## src/rtl/xor_session_ctrl.sv

```systemverilog
// Session sequencer for the serial XOR encryption datapath: key load, message
// load, encrypt wait and serializer wait, each supervised by a watchdog.
module xor_session_ctrl #(
  parameter int MSG_SIZE = 64,
  parameter int KEY_SIZE = 16,
  parameter int TIMEOUT  = 255
) (
  input  logic                          clk,
  input  logic                          rst_n,
  input  logic                          ena,
  input  logic                          iStart,
  input  logic                          iRekey,
  input  logic                          iAbort,
  input  logic                          iData_valid,
  input  logic [$clog2(KEY_SIZE):0]     iKey_count,
  input  logic [$clog2(MSG_SIZE):0]     iMsg_count,
  input  logic                          iEnc_status,
  input  logic                          iSer_flag,
  output logic                          oKey_flag,
  output logic                          oMsg_flag,
  output logic                          oBusy,
  output logic                          oDone,
  output logic                          oError,
  output logic [1:0]                    oErr_code,
  output logic [2:0]                    oState
);

  localparam int KCW = $clog2(KEY_SIZE) + 1;
  localparam int MCW = $clog2(MSG_SIZE) + 1;

  typedef enum logic [2:0] {
    IDLE      = 3'd0,
    LOAD_KEY  = 3'd1,
    LOAD_MSG  = 3'd2,
    ENCRYPT   = 3'd3,
    SERIALIZE = 3'd4,
    DONE      = 3'd5,
    ERROR     = 3'd6
  } state_t;

  state_t     state, state_next;
  logic [6:0] bit_cnt, bit_cnt_next;
  logic [7:0] wdog, wdog_next;
  logic       key_valid, key_valid_next;
  logic [1:0] err_code, err_next;
  logic       ser_prev;
  logic       ser_seen, ser_seen_next;
  logic       key_accept, msg_accept, bit_accept;
  logic       wait_state, timeout_hit;

  // Only bits up to the configured width are forwarded; the rest are dropped.
  assign key_accept = ena & ~iAbort & (state == LOAD_KEY) & iData_valid
                      & (bit_cnt < 7'(KEY_SIZE));
  assign msg_accept = ena & ~iAbort & (state == LOAD_MSG) & iData_valid
                      & (bit_cnt < 7'(MSG_SIZE));
  assign bit_accept = key_accept | msg_accept;

  assign wait_state  = (state == LOAD_KEY) || (state == LOAD_MSG) ||
                       (state == ENCRYPT)  || (state == SERIALIZE);
  assign timeout_hit = wait_state && (wdog == 8'(TIMEOUT - 1)) && !bit_accept;

  assign oKey_flag = key_accept;
  assign oMsg_flag = msg_accept;
  assign oBusy     = (state != IDLE);
  assign oDone     = (state == DONE);
  assign oError    = (state == ERROR);
  assign oErr_code = err_code;
  assign oState    = state;

  always_ff @(posedge clk) begin
    if (!rst_n) begin
      state     <= IDLE;
      bit_cnt   <= '0;
      wdog      <= '0;
      key_valid <= 1'b0;
      err_code  <= 2'b00;
      ser_prev  <= 1'b0;
      ser_seen  <= 1'b0;
    end else if (ena) begin
      state     <= state_next;
      bit_cnt   <= bit_cnt_next;
      wdog      <= wdog_next;
      key_valid <= key_valid_next;
      err_code  <= err_next;
      ser_prev  <= iSer_flag;
      ser_seen  <= ser_seen_next;
    end
  end

  // Completion checks are tested before the watchdog so they win a tie.
  always_comb begin
    state_next     = state;
    bit_cnt_next   = bit_cnt;
    wdog_next      = wdog;
    key_valid_next = key_valid;
    err_next       = err_code;
    ser_seen_next  = ser_seen;

    if (bit_accept) bit_cnt_next = bit_cnt + 7'd1;
    if (wait_state) wdog_next = bit_accept ? 8'd0 : wdog + 8'd1;

    if (iAbort) begin
      state_next = IDLE;
      err_next   = 2'b00;
      if (state == LOAD_KEY) key_valid_next = 1'b0;
    end else begin
      case (state)
        IDLE: begin
          if (iStart) begin
            if (iRekey) begin
              state_next     = LOAD_KEY;
              key_valid_next = 1'b0;
            end else if (key_valid) begin
              state_next = LOAD_MSG;
            end else begin
              state_next = ERROR;
              err_next   = 2'b01;
            end
          end
        end
        LOAD_KEY: begin
          if (bit_cnt == 7'(KEY_SIZE)) begin
            if (iKey_count == KCW'(KEY_SIZE)) begin
              state_next     = LOAD_MSG;
              key_valid_next = 1'b1;
            end else begin
              state_next = ERROR;
              err_next   = 2'b11;
            end
          end else if (timeout_hit) begin
            state_next = ERROR;
            err_next   = 2'b10;
          end
        end
        LOAD_MSG: begin
          if (bit_cnt == 7'(MSG_SIZE)) begin
            if (iMsg_count == MCW'(MSG_SIZE)) begin
              state_next = ENCRYPT;
            end else begin
              state_next = ERROR;
              err_next   = 2'b11;
            end
          end else if (timeout_hit) begin
            state_next = ERROR;
            err_next   = 2'b10;
          end
        end
        ENCRYPT: begin
          if (iEnc_status) begin
            state_next = SERIALIZE;
          end else if (timeout_hit) begin
            state_next = ERROR;
            err_next   = 2'b10;
          end
        end
        SERIALIZE: begin
          ser_seen_next = ser_seen | (iSer_flag & ~ser_prev);
          if (ser_seen && ser_prev && !iSer_flag) begin
            state_next = DONE;
          end else if (timeout_hit) begin
            state_next = ERROR;
            err_next   = 2'b10;
          end
        end
        DONE:    state_next = IDLE;
        ERROR:   state_next = ERROR;
        default: state_next = IDLE;
      endcase
    end

    if (state_next != state) begin
      bit_cnt_next  = '0;
      wdog_next     = '0;
      ser_seen_next = 1'b0;
    end
  end

endmodule
```

## config.mk

```make
export PLATFORM = sky130hd
export DESIGN_NAME = xor_session_ctrl
export DESIGN_NICKNAME = d
export VERILOG_FILES = /design/src/rtl/xor_session_ctrl.sv
export SDC_FILE = /design/constraint.sdc
export NUM_CORES = 1
export LEC_CHECK = 0
export CORE_MARGIN = 2
export CORE_UTILIZATION = 48
export DETAILED_ROUTE_END_ITERATION = 12
export PLACE_DENSITY = 0.86
export SETUP_SLACK_MARGIN = 0.4
export SLEW_MARGIN = 20
export SYNTH_ARGS = -nofsm -noshare
export SYNTH_HDL_FRONTEND = slang
export SYNTH_SLANG_ARGS = --single-unit
```

## constraint.sdc

```tcl
create_clock -name clk -period 2.7 [get_ports clk]
set_input_delay 0.675 -clock clk [delete_from_list [all_inputs] [get_ports clk]]
set_output_delay 0.675 -clock clk [all_outputs]
set_load 0.05 [all_outputs]
```

==> summary.log <==
qor: clock_tree.numClockSinks 23
qor: synth.synth.yosys.warnings 0
qor: synth.yosys-top-cells-count dfxtp_1, nor2_1, nand2_1
qor: sta.layout_min_cycle_time 2.381 ns
qor: finish.antennaDiodeCount 0
qor: global_routing.grt_most_used_layer met2
qor: global_routing.met1_usage 34.77%
qor: critical_path.setup.worst_path.start_class input port
qor: sta.layout_setup_ws 0.3190 ns
qor: finish.layout.nets 331
qor: synth.yosys.cell_count.top_type dfxtp_1
qor: detailed_routing.num_vias 2344
qor: sta.unrepaired_setup_endpoints_after_global_routing yes
qor: synth.syn_inst 250
qor: critical_path.reg2reg_slack 0.32 ns
qor: synth.synth.avg_cell_area 7.592 µm²
qor: synth.ys_async_sr_fraction 0%
qor: place.buffer_ports.inserted 30
qor: global_routing.antenna_found_initial 0
qor: synth.synth-xor-area-share 0%
qor: place.dp_hpwl 4.222 mm
qor: synth.prevailing_post_synth_register_cell dfxtp_1
qor: place.place_worst_setup_slack -0.3564 ns
qor: global_routing.met2_usage 50.13%
qor: critical_path.worstPathCellList buf_6 -> and2b_1 -> o2111a_2 -> or4_4 -> o311a_4 -> a32o_1 -> and2_1
qor: synth.synthesis.nets 275
qor: clock_tree.clock_latency 0.27 ns
qor: finish.multi_input_comb_area 0.001498 mm²
qor: synth.synth_enable_flop_cells 0
qor: finish.seq_area 475.5 µm²
qor: critical_path.cp-end-kind register
qor: sta.clock-skew-final 0.008298 ns
qor: global_routing.global_route.usage.total 28.58%
qor: detailed_routing.detail_routed_via_count_per_cell 6.640
qor: global_routing.grt_pass1_wl 9.901 mm
qor: min_path.hold_path_class reg -> reg
qor: sta.setup_viol 0
qor: finish.final_cell_count_no_fill 353
qor: global_routing.grt_pass1_vias 2150
qor: floorplanning.die_w 66.89 µm
qor: clock_tree.tritoncts yes
qor: sta.final-hold-violation-count 0
qor: finish.final_layout_size_suffix_gt1_share 31.80%
qor: synth.synth_fa_ha_area_share 2.637%
qor: finish.fillers 286
qor: synth.yosys.area.top_type_share 24.26%
qor: clock_tree.postCtsHoldBufs 0
qor: synth.synth_compound_gate_area_share 33.55%
qor: synth.synth.ff_latch_count 23
qor: synth.synth_top_family_by_area compound AO/OA/AOI/OAI gates
qor: clock_tree.clk_transition_reported_paths 0.09 ns
qor: synth.synthMuxAreaShare 2.109%
qor: critical_path.worst-endpoint-required 2.86 ns
qor: synth.synth.distinct_cells 63
qor: global_routing.largest_net_degree_at_the_start_of_global_routing 21
qor: critical_path.timing.critical_path.arrival 2.54 ns
qor: detailed_routing.wl_per_cell 18.10 µm
qor: floorplanning.start_util 50.70%
qor: synth.ys_seq_area_share 24.26%
qor: sta.finalCritPeriodShare 88.19%
qor: floorplanning.fp.dieArea 0.004474 mm²
qor: floorplanning.io_pins 31
qor: sta.worstMarginPinSlew 0.5556 ns
qor: floorplanning.fp.coreArea 0.003744 mm²
qor: sta.maxSlewViolCount 0
qor: critical_path.timing_worst_setup_path_type in -> reg
qor: synth.synth_area_leaders dfxtp_1, o21ai_0, nor2_1, nand2_1, and2_1
qor: synth.synth_simple_gate_area_share 30.52%
qor: global_routing.overflow 0
qor: place.gp_congestion 0.9721
qor: critical_path.crit_family simple AND/OR/NAND/NOR gates
qor: finish.flow.area_growth_from_synthesis 43.11%
qor: detailed_routing.drt_wl_total 6.391 mm
qor: clock_tree.cts-htree-levels 1
qor: power_and_ir_drop.leakage 1.026 nW
qor: status.run_status complete, no violations
qor: detailed_routing.remaining_drc_errors 0
qor: synth.synthDominantAreaCellType dfxtp_1
qor: detailed_routing.drtPass1Iterations 7
qor: place.placed_cells_incl_taps 337
qor: detailed_routing.drt_iter0_markers 270
qor: flow_run.max_cap_viol_count 0
qor: synth.synthesis.area 0.001898 mm²
qor: power_and_ir_drop.vdd_ir_drop_max 236.7 µV
qor: clock_tree.ctsRootBufferMaster clkbuf_8
qor: critical_path.worstPathMaxFanout 6
qor: critical_path.crit_buf_inv 1
qor: global_routing.use_met3 4.223%
qor: sta.worst_rel_slew_slack 62.67%
qor: detailed_routing.antenna_violating_nets_post_route 0
qor: critical_path.worst_path_max_delay_cell or4_4
qor: clock_tree.largest_buffer_count_on_any_clock_path 2
qor: sta.fmax 420.0 MHz
qor: critical_path.timing.critical_path.slowest_cell_delay 0.56 ns
qor: floorplanning.die_h 66.89 µm
qor: power_and_ir_drop.p_total 0.8379 mW
qor: power_and_ir_drop.power-per-cell-area 308.5 mW/mm²
qor: clock_tree.cts_inserted_buffers 3
qor: floorplanning.num_rows 22
==> worst reg2reg max path: stages (launching register included) <==
cell and delay, ns:
dfxtp_1 0.48, nor4b_4 0.09, o2111a_2 0.31, or4_4 0.56, o311a_4 0.43, a32o_1 0.24
and2_1 0.17
==> cells in the final DEF, fill, tap and decap left out, types with 7 or more instances in the layout <==
master          n
buf_6           7
and2_1          9
a21oi_1        10
dfxtp_1        17
nand3_1         9
nand2_1        19
buf_4          31
dlygate4sd2_1   8
nor2_1         20
inv_1          15
o21ai_0        17
==> sequential cells by signal, summed over array words and instances (netlist names) <==
signal,count
ser_prev,1
key_valid,1
wdog,8
ser_seen,1
oErr_code,2
oState,3
bit_cnt,7
==> power by group <==
group	switching [mW]	total, mW	internal (mW)
clock	0.112	0.215	0.103
sequential	0.0117	0.356	0.344
combinational	0.147	0.267	0.120
==> stage by stage <==
stage	hold slack [ns]	cell area, µm²	util (%)	setup TNS, ns
floorplan	0.4758	1958	-	0
global placement	0.4649	2424	64.74	-3.152
detailed placement	0.4691	2424	64.74	-4.187
CTS	0.4801	2613	69.79	0
global route	0.5352	2716	72.56	0
finish	0.4761	2716	72.56	0
==> routing by layer <==
metal	vias to the layer above	wire, µm
met3	38	657
li1	1055	-
met1	1081	2434
met2	170	3018
met4	0	280
met5	-	0
==> cell families (layout without fill, tap and decap cells) <==
kind of cell | Yosys count | after routing
muxes | 4 | 4
and+or+nand+nor | 107 | 107
AOI/OAI and AO/OA | 83 | 83
adders and majority gates | 4 | 4
buffers and inverters | 29 | 84
DFF | 23 | 23
==> cell type report <==
class	instances	area share, %
sequential	23	17.50
inverter	15	2.073
tap	48	2.211
clock buffer	3	1.520
clock inverter	1	0.1842
multi-input combinational	198	55.14
timing repair buffer	65	21.37
==> repair_timing <==
item	CTS	global route
pin swaps	18	17
buffers inserted	6	6
setup endpoints to repair	27	22
gates resized for setup	67	27
==> final timing paths <==
kind,startpoint,to,depth (start not counted)
min reg2reg,oErr_code[0],oErr_code[0],2
min,oErr_code[0],oErr_code[0],2
max reg2reg,bit_cnt[5],wdog[7],6
max,ena,wdog[7],7
Power figures use the tool's default switching activity.
